===== src/rtl/branch_predictor_pkg.sv =====
// Shared opcode/rt codes, 2-bit counter encodings and predecode helpers
// for the branch predictor.
package branch_predictor_pkg;

    localparam logic [5:0] op_REGIMM = 6'b000001;
    localparam logic [5:0] op_BEQ    = 6'b000100;
    localparam logic [5:0] op_BNE    = 6'b000101;
    localparam logic [5:0] op_BLEZ   = 6'b000110;
    localparam logic [5:0] op_BGTZ   = 6'b000111;

    localparam logic [4:0] rt_BLTZ   = 5'b00000;
    localparam logic [4:0] rt_BGEZ   = 5'b00001;
    localparam logic [4:0] rt_BLTZAL = 5'b10000;
    localparam logic [4:0] rt_BGEZAL = 5'b10001;

    typedef enum logic [1:0] {
        SNT = 2'b00,
        WNT = 2'b01,
        WT  = 2'b10,
        ST  = 2'b11
    } cnt_t;

    function automatic logic is_cond_branch(input logic [31:0] instr);
        logic [5:0] op;
        logic [4:0] rt;
        op = instr[31:26];
        rt = instr[20:16];
        case (op)
            op_BEQ, op_BNE, op_BLEZ, op_BGTZ: is_cond_branch = 1'b1;
            op_REGIMM: is_cond_branch = (rt == rt_BLTZ)   || (rt == rt_BGEZ) ||
                                        (rt == rt_BLTZAL) || (rt == rt_BGEZAL);
            default: is_cond_branch = 1'b0;
        endcase
    endfunction

    function automatic logic [1:0] sat_update(input logic [1:0] c, input logic taken);
        if (taken)
            sat_update = (c == ST) ? ST : c + 2'd1;
        else
            sat_update = (c == SNT) ? SNT : c - 2'd1;
    endfunction

endpackage


===== src/rtl/branch_predictor_counter_table.sv =====
// 2^INDEX_W x 2-bit saturating counter array: one combinational read port,
// one synchronous read-modify-write update port.
module bp_counter_table
    import branch_predictor_pkg::*;
#(
    parameter int          INDEX_W   = 6,
    parameter logic [1:0]  CNT_RESET = 2'b01
) (
    input  logic               clk,
    input  logic               rst,
    input  logic [INDEX_W-1:0] rd_idx,
    output logic [1:0]         rd_cnt,
    input  logic               wr_en,
    input  logic [INDEX_W-1:0] wr_idx,
    input  logic               wr_taken
);

    localparam int DEPTH = 1 << INDEX_W;

    logic [1:0] cnt [DEPTH];

    // No write-to-read bypass: fetch always sees the pre-update value.
    assign rd_cnt = cnt[rd_idx];

    always_ff @(posedge clk or posedge rst) begin
        if (rst) begin
            for (int i = 0; i < DEPTH; i++)
                cnt[i] <= CNT_RESET;
        end else if (wr_en) begin
            cnt[wr_idx] <= sat_update(cnt[wr_idx], wr_taken);
        end
    end

endmodule


===== src/rtl/branch_predictor.sv =====
// Dynamic 2-bit branch predictor: predicts in IF, resolves and trains in ID,
// raising a redirect with the correct PC on a wrong guess.
module branch_predictor
    import branch_predictor_pkg::*;
#(
    parameter int         INDEX_W   = 6,
    parameter logic [1:0] CNT_RESET = 2'b01
) (
    input  logic        clk,
    input  logic        rst,
    input  logic [31:0] pcF,
    input  logic [31:0] instrF,
    output logic        pred_takenF,
    output logic [31:0] pred_targetF,
    input  logic        stallD,
    input  logic        flushD,
    input  logic        branchD,
    input  logic        actual_takenD,
    input  logic [31:0] pc_branchD,
    input  logic [31:0] pc_fallD,
    output logic        mispredictD,
    output logic [31:0] correct_pcD
);

    logic [INDEX_W-1:0] idxF;
    logic               is_branchF;
    logic [1:0]         cntF;
    logic signed [31:0] offsetF;

    logic               validD;
    logic               predD;
    logic [INDEX_W-1:0] idxD;
    logic               updateD;

    // IF: predecode, table lookup and target computation
    assign idxF         = pcF[INDEX_W+1:2];
    assign is_branchF   = is_cond_branch(instrF);
    assign pred_takenF  = is_branchF & cntF[1];
    assign offsetF      = {{14{instrF[15]}}, instrF[15:0], 2'b00};
    assign pred_targetF = pcF + 32'd4 + $unsigned(offsetF);

    bp_counter_table #(
        .INDEX_W   (INDEX_W),
        .CNT_RESET (CNT_RESET)
    ) u_table (
        .clk      (clk),
        .rst      (rst),
        .rd_idx   (idxF),
        .rd_cnt   (cntF),
        .wr_en    (updateD),
        .wr_idx   (idxD),
        .wr_taken (actual_takenD)
    );

    // IF -> ID boundary
    always_ff @(posedge clk or posedge rst) begin
        if (rst) begin
            validD <= 1'b0;
            predD  <= 1'b0;
            idxD   <= '0;
        end else if (flushD) begin
            validD <= 1'b0;
        end else if (!stallD) begin
            validD <= is_branchF;
            predD  <= pred_takenF;
            idxD   <= idxF;
        end
    end

    // ID: resolution; gating on ~stallD gives one update per branch
    assign updateD     = validD & branchD & ~stallD;
    assign mispredictD = updateD & (predD ^ actual_takenD);
    assign correct_pcD = actual_takenD ? pc_branchD : pc_fallD;

endmodule


===== config.mk =====
export PLATFORM = sky130hd
export DESIGN_NAME = branch_predictor
export DESIGN_NICKNAME = d
export VERILOG_FILES = /design/src/rtl/branch_predictor_pkg.sv /design/src/rtl/branch_predictor_counter_table.sv /design/src/rtl/branch_predictor.sv
export SDC_FILE = /design/constraint.sdc
export NUM_CORES = 1
export LEC_CHECK = 0
export BUFFER_PORTS_ARGS = -buffer_cell sky130_fd_sc_hd__buf_2
export CAP_MARGIN = 30
export CELL_PAD_IN_SITES_DETAIL_PLACEMENT = 1
export CELL_PAD_IN_SITES_GLOBAL_PLACEMENT = 1
export CORE_MARGIN = 3
export CORE_UTILIZATION = 44
export CTS_CLUSTER_SIZE = 24
export DETAILED_ROUTE_END_ITERATION = 10
export PLACE_DENSITY = 0.86
export SYNTH_ARGS = -nofsm -noshare
export SYNTH_HDL_FRONTEND = slang
export SYNTH_HIERARCHICAL = 1
export SYNTH_SLANG_ARGS = --single-unit

===== constraint.sdc =====
create_clock -name clk -period 4.6 [get_ports clk]
set_clock_uncertainty 0.1 [all_clocks]
set_input_delay 0.46 -clock clk [delete_from_list [all_inputs] [get_ports clk]]
set_output_delay 0.46 -clock clk [all_outputs]
set_load 0.02 [all_outputs]

# Word level (Yosys, flattened, before mapping)
# Cells that the tools add are included.
[totals]
elab_cells = 118
input_bits = 134
regBits = 136
[classes]
bitwise = 9
n_lt_le_gt_ge = 3
n_reduce_logical = 8
eq_ne = 10
n_addsub = 4
mux = 17
[op_table]
columns = ["operator", "n"]
rows = [
  ["128-bit bitwise mux", 1],
  ["32-bit by 3-bit adder with 32-bit output, second input constant", 1],
  ["32-bit adder", 1],
  ["32-bit 2-to-1 mux", 1],
  ["2-bit binary-select mux with 6-bit select", 2],
  ["6-bit by 3-bit equality test with 1-bit output, second input constant", 4],
  ["2-bit 2-to-1 mux", 9],
  ["7-bit greater-or-equal comparator, second input constant", 2],
  ["6-bit inverter with 7-bit output", 2],
  ["2-bit demux with 6-bit select", 1],
  ["5-bit equality test, second input constant", 2],
  ["7-bit by 1-bit < comparator with 1-bit output, second input constant", 1],
  ["6-bit by 1-bit equality test with 1-bit output, second input constant", 1],
  ["5-bit by 1-bit equality test with 1-bit output, second input constant", 1],
  ["5-bit logical NOT", 1],
  ["1-bit AND", 4],
  ["4-bit OR reduction", 1],
  ["1-bit logical OR", 3],
  ["2-bit by 1-bit adder with 2-bit output, second input constant", 1],
  ["2-bit equality test, second input constant", 1],
  ["2-bit logical NOT", 1],
  ["1-bit 2-to-1 mux", 2],
  ["2-bit by 1-bit inequality test with 1-bit output, second input constant", 1],
  ["1-bit inverter", 2],
  ["other kinds (5)", 5],
]

# Longest topological paths before layout
# Gate-level depths: netlist of the first run.
[logic_depth]
depth_word = 9
ltp_mapped = 12
depth_no_buf = 11

# By module
# Netlist of the first run, hierarchy kept.
[modules_own_cells]
columns = ["mod", "seq_area_each_um2", "cells_per_inst", "instances", "area_per_inst_um2"]
rows = [
  ["bp_counter_table", 3283.1, 687, 1, 7898.8],
  ["branch_predictor", 200.2, 334, 1, 2797.7],
]

# Worst setup path before layout of the first run
# OpenSTA, ideal clock, no wires.
[synth_path]
kind = "input to output"
from = "input pcF[2]"
to = "output pred_takenF"
n_path_buf = 2
arrival_ns = 2.890
required_time_ns = 4.040
setup_slack_ns = 1.150
path_stages = 6
cell_sequence = "clkbuf_1 > buf_1 > mux4_2 > mux4_2 > mux4_2 > and2_1"
[synth_between]
elab_chain_cells = 5
[synth_rtl]
columns = ["element", "line", "source"]
rows = [
  ["start, declared", "branch_predictor.sv:11", "input logic [31:0] pcF,"],
  ["6-bit inverter with 7-bit output (not written as such)", "branch_predictor_counter_table.sv:23", "assign rd_cnt = cnt[rd_idx];"],
  ["2-bit binary-select mux with 6-bit select", "branch_predictor_counter_table.sv:23", ""],
  ["2-bit 2-to-1 mux (not written as such) (2 in a row)", "branch_predictor_counter_table.sv:23", ""],
  ["via cntF[1]", "branch_predictor.sv:27", "logic [1:0] cntF;"],
  ["1-bit AND", "branch_predictor.sv:38", "assign pred_takenF = is_branchF & cntF[1];"],
  ["end, declared", "branch_predictor.sv:13", "output logic pred_takenF,"],
]
# The timed path passes the listed nets, and every way through them passes these cells. The select of a mux whose other input is x is not followed.

# Final worst setup path of the first run
[layout_path]
from = "input pcF[7]"
to = "output pred_targetF[30]"
[layout_between]
elab_chain_cells = 2
[layout_rtl]
columns = ["element", "line", "source"]
rows = [
  ["32-bit by 3-bit adder with 32-bit output", "branch_predictor.sv:40", "assign pred_targetF = pcF + 32'd4 + $unsigned(offsetF);"],
  ["32-bit adder", "branch_predictor.sv:40", ""],
  ["end, declared", "branch_predictor.sv:14", "output logic [31:0] pred_targetF,"],
]
# Every way passes these cells.

==> results.yml, run 1 <==
place:
  pre_cts_ws_ns: 0.753
  place_congestion: 0.889
  dpl_cell_area_um2: 11300
  dpl.cell_count: 1421
  numPortBuffers: 188
  hpwlAfterDp_um: 25800
global_routing:
  grt_pass1_vias: 9657
  grt_max_degree: 79
  track_usage_pct: 28.7
  overflow: 0
  grt_pass1_wl_um: 54900
  antenna_found_initial: 5
worst_setup_path:
  cp_top_family: "compound AO/OA/AOI/OAI gates"
  end_kind: "primary output"
  cp.arrival_ns: 3.40
  critical_path_class: "input port to primary output"
  worst_path_largest_cell_delay_ns: 0.44
  crit_chain: "buf_2, ha_1, ha_1, a21oi_1, o211ai_2, a21oi_2, nor3_1, a31o_2, a311oi_1, buf_2"
  cp-start-kind: "input port"
  rrSetupSlack_ns: 0.77
  slowest_stage: "a311oi_1"
  cp.required_ns: 4.04
  crit_fanout: 5
  cp_num_buf_inv: 2
power_and_ir_drop:
  total_leakage_power_nw: 4.96
  irDropWorstVdd_mv: 0.214
  clkPwrFrac_pct: 35.4
  powerDensity_nw_per_um2: 304
  swShare_pct: 34.7
  power_switching_w: 0.00125
  p_int_w: 0.00235
  combPwrFrac_pct: 29.3
  p_seq_share_pct: 35.3
route:
  vias: 9297
  drcViolationCount: 0
  post_drt_wl_per_cell_um: 25.1
  wl_met1_um: 13500
  wl_met2_um: 18000
  drt_first_pass_iters: 6
  via_per_inst: 6.35
  routed-wl-met3_um: 3110
  route.antenna.remaining_nets: 0
  drtIter0Drc: 637
  dr.max_layer_used: "met4"
  wl_um: 36700
timing:
  drv_slew: 0
  setup_violations: 0
  tightest_slew_ns: 1.03
  hold_viol: 0
  grt_setup_unrepaired: "false"
  maxSlewHeadroom_pct: 30.8
  period_needed_ns: 3.96
  timing.final.crit_share_pct: 86.1
  clock.fmax_mhz: 252
  finalSetupTns_ns: 0
  setup_ws_ns: 0.638
clocking:
  clkSinkCount: 136
  clk_latency_ns: 0.43
  cts.reportedPaths.clkPinSlew_ns: 0.05
  cts.path.max_buffers: 2
  htreeDepth: 4
  root_buffer: "clkbuf_16"
  cts_tree: "yes"
  cts_buffers: 17
  post_cts_resized: 0
run_status:
  status: "finished clean"
final_layout:
  multi_input_area_um2: 6220
  regArea_um2: 3490
  fin_nets: 1351
  n_fill_cell: 2568
  final_util_pct: 52.3
  finalNonFillerCells: 1463
  layout-drive-gt1-share_pct: 40.3
  final_area_um2: 11900
  area_delta_synth_final_pct: 16.2
synthesis:
  syn_avg_cell_area_um2: 10.2
  synthCells: 1000
  syn_nets: 1192
  synth_area_um2: 10200
  yosysWarnings: 6
floorplanning:
  die_h_um: 158
  fp.dieW_um: 158
  initial_core_util_pct: 45.0
  die_area_um2: 25100
  core_um2: 22700
  ios: 200
  rows: 55
flow_run:
  drv_cap: 0
hold_path:
  hold_path.class: "input port to register"
## metal layers
metal,global-route usage [%],up-vias
li1,-,4063
met1,33.4,4666
met2,48.3,455
met3,6.99,113
met4,16.4,0
met5,0,-
## worst paths after layout
path / depth (start not counted) / end / startpoint
setup / recovery: 10 / pred_targetF[30] / pcF[7]
hold / removal: 2 / validD / flushD
setup reg to reg: 8 / u_table/cnt[11] / idxD[1]
hold reg to reg: 2 / u_table/cnt[56] / u_table/cnt[56]
max in group asynchronous: 5 / u_table/cnt[12] / rst
min in group asynchronous: 3 / idxD[0] / rst
## cell usage in the layout, fill, tap and decap left out, types with 14 or more instances in the layout
master / count
inv_1: 14
o31ai_2: 60
mux2_2: 45
nor2_1: 33
buf_4: 18
dfstp_2: 64
mux4_2: 41
buf_2: 188
o31ai_1: 71
a21oi_1: 35
dfrtp_1: 70
ha_1: 57
o21ai_0: 16
nand2_1: 232
clkbuf_16: 17
xnor2_1: 16
## through the flow
stage	hold slack (ns)	power, W
CTS	0.103	0.00361
finish	0.118	0.00361
global route	0.0982	0.00375
global placement	0.358	0.00229
detailed placement	0.370	0.00232
floorplan	0.176	0.00201
## registers in the layout, indices dropped and copies added, names as in the netlist
| name | count |
|---|---|
| idxD | 6 |
| predD | 1 |
| u_table/cnt | 128 |
| validD | 1 |
## power by group through the flow
stage	logic, W	registers [W]	clock network, W
after floorplan	0.000767	0.00124	0
after global placement	0.000995	0.00130	0
after detailed placement	0.00102	0.00130	0
after CTS	0.00103	0.00128	0.00130
after global routing	0.00112	0.00128	0.00135
final	0.00106	0.00127	0.00128
## final cells by class
type,instances,area share (%)
Multi-Input combinational cell,774,52.4
Inverter,17,0.558
Clock inverter,4,0.379
Sequential cell,136,29.3
Clock buffer,28,4.10
Timing Repair Buffer,213,10.1
Antenna cell,6,0.126
Tap cell,285,3.00
## repair_timing
| action | in CTS | in global routing |
|---|---|---|
| hold endpoints to repair | 8 | 0 |
| hold buffers | 1 | 0 |
| setup buffers | 0 | 0 |
No activity file was read; power rests on OpenSTA's default activity.
==> run 2, diff against run 1 <==
--- a/config.mk
+++ b/config.mk
@@ -10,10 +10,10 @@
 export CELL_PAD_IN_SITES_DETAIL_PLACEMENT = 1
 export CELL_PAD_IN_SITES_GLOBAL_PLACEMENT = 1
 export CORE_MARGIN = 3
-export CORE_UTILIZATION = 44
+export CORE_UTILIZATION = 40
 export CTS_CLUSTER_SIZE = 24
 export DETAILED_ROUTE_END_ITERATION = 10
-export PLACE_DENSITY = 0.86
+export PLACE_DENSITY = 0.83
 export SYNTH_ARGS = -nofsm -noshare
 export SYNTH_HDL_FRONTEND = slang
 export SYNTH_HIERARCHICAL = 1
==> constraint.sdc (replaced) <==
create_clock -name clk -period 3.45 [get_ports clk]
set_clock_uncertainty 0.1 [all_clocks]
set_input_delay 0.345 -clock clk [delete_from_list [all_inputs] [get_ports clk]]
set_output_delay 0.345 -clock clk [all_outputs]
set_load 0.02 [all_outputs]
==> results.yml, run 2 (synthesis results as in run 1) <==
hold_path:
  worstHoldStart: "pcF[6]"
  hold_path.class: "input port to register"
  hold_path_depth: 2
  hold_path_end: "idxD[4]"
worst_setup_path:
  rrSetupSlack_ns: 0.13
  crit_chain: "buf_2, ha_1, ha_1, fa_1, a21oi_2, o211a_1, nor4_2, o31ai_2, a31oi_1, xnor2_1, buf_2"
  cp.arrival_ns: 2.91
  slowest_stage: "fa_1"
  worst_path_largest_cell_delay_ns: 0.43
  r2r_start: "idxD[1]"
  cp.required_ns: 3.00
  end_kind: "primary output"
  cp-start-kind: "input port"
  crit_fanout: 3
  rr_worst_depth: 7
  critical_path_class: "input port to primary output"
  r2r-end: "u_table/cnt[95]"
final_layout:
  layout_commonest_cell: "nand2_1"
  area_delta_synth_final_pct: 20.1
  n_fill_cell: 2804
  final_area_um2: 12300
  largestRegisters: "u_table/cnt: 128 flops, idxD: 6 flops"
  layout-drive-gt1-share_pct: 42.4
  finalNonFillerCells: 1526
  fin_nets: 1375
  largest_register_ffs: 128
  mostFrequentLayoutCells: "nand2_1 (232), buf_2 (187), dfrtp_1 (70), o31ai_1 (70), dfstp_2 (64)"
  largest_register: "u_table/cnt"
timing:
  drv_slew: 0
  timing.final.crit_share_pct: 97.1
  setup_ws_ns: 0.0998
  grt_setup_unrepaired: "true"
  setup_violations: 0
  period_needed_ns: 3.35
  hold_viol: 0
  tightest_slew_ns: 1.13
  clock.fmax_mhz: 298
  maxSlewHeadroom_pct: 23.8
clocking:
  cts.path.max_buffers: 2
  cts.reportedPaths.clkPinSlew_ns: 0.06
  cts_tree: "yes"
  clkSinkCount: 136
  root_buffer: "clkbuf_16"
  htreeDepth: 4
  clk_latency_ns: 0.44
  cts_buffers: 17
flow_run:
  drv_cap: 0
place:
  dpl.cell_count: 1486
  place_congestion: 0.886
  pre_cts_ws_ns: -0.0256
  hpwlAfterDp_um: 25900
  numPortBuffers: 188
  dpl_cell_area_um2: 11600
floorplanning:
  ios: 200
  rows: 57
  fp.dieW_um: 166
  die_area_um2: 27500
  die_h_um: 166
  initial_core_util_pct: 41.3
  core_um2: 24700
power_and_ir_drop:
  p_total_w: 0.00519
  powerDensity_nw_per_um2: 423
  irDropWorstVdd_mv: 0.271
  p_seq_share_pct: 32.6
  total_leakage_power_nw: 5.12
  swShare_pct: 33.4
  clkPwrFrac_pct: 39.3
  combPwrFrac_pct: 28.2
  power_switching_w: 0.00173
  p_int_w: 0.00346
route:
  drt_first_pass_iters: 5
  drcViolationCount: 0
  post_drt_wl_per_cell_um: 23.7
  wl_um: 36200
  drtIter0Drc: 842
  vias: 9315
  route.antenna.remaining_nets: 0
  via_per_inst: 6.10
global_routing:
  grt_pass1_vias: 9998
  track_usage_pct: 25.9
  antenna_found_initial: 5
  overflow: 0
  grt_pass1_wl_um: 56400
  grt_max_degree: 65
run_status:
  status: "finished clean"
==> run 2: cell type report <==
cell class	instances	area (um2)	area share (%)
Multi-Input combinational cell	774	6250	50.9
Tap cell	324	405	3.30
Clock inverter	11	196	1.60
Sequential cell	136	3490	28.4
Antenna cell	6	15.0	0.122
Clock buffer	21	450	3.67
Inverter	17	67.6	0.550
Timing Repair Buffer	237	1400	11.4
==> run 2: routing by layer <==
layer	vias up	wire length [um]	track usage (%)
met1	4682	13700	30.0
met5	-	0	0
met2	403	17800	43.4
met4	0	2100	15.8
li1	4109	-	-
met3	121	2510	6.40
==> run 2: how the worst max path moves through the flow <==
stage / startpoint / to / depth (start not counted)
2_1_floorplan: pcF[2] / predD / 7
3_3_place_gp: pcF[3] / pred_targetF[31] / 11
3_5_place_dp: pcF[3] / pred_targetF[31] / 11
4_1_cts: pcF[3] / pred_targetF[31] / 11
5_1_grt: pcF[3] / pred_targetF[31] / 11
6_report: pcF[3] / pred_targetF[31] / 11
==> run 2: stage by stage <==
step / TNS, ns / hold slack (ns) / utilization (%)
3_5_place_dp: -0.0256 / 0.279 / 46.7
6_report: 0 / 0.114 / 49.6
5_1_grt: -0.0662 / 0.114 / 49.6
3_3_place_gp: 0 / 0.260 / 46.7
4_1_cts: 0 / 0.0990 / 49.4
2_1_floorplan: 0 / 0.0607 / -
==> run 2: power groups by stage <==
| stage | Clock [W] | Sequential (W) | Combinational [W] |
|---|---|---|---|
| floorplan | 0 | 0.00165 | 0.00102 |
| global placement | 0 | 0.00171 | 0.00141 |
| detailed placement | 0 | 0.00171 | 0.00144 |
| CTS | 0.00206 | 0.00169 | 0.00145 |
| global route | 0.00213 | 0.00169 | 0.00156 |
| finish | 0.00204 | 0.00169 | 0.00146 |
==> run 2: what timing repair did <==
| item | 4_1_cts | 5_1_grt |
|---|---|---|
| gates resized for setup | 1 | 10 |
| setup buffers | 0 | 0 |
| hold buffers | 2 | 0 |
| pin swaps | 2 | 2 |
| setup endpoints to repair | 1 | 29 |
| hold endpoints to repair | 20 | 0 |
==> run 2: worst max-delay path, delay by kind of cell <==
family	cells	cell delay [ns]
adders and majority gates	3	0.95
AOI/OAI and AO/OA	4	0.89
buffers and inverters	2	0.35
xor gates and xnor gates	1	0.29
and+or+nand+nor	1	0.08
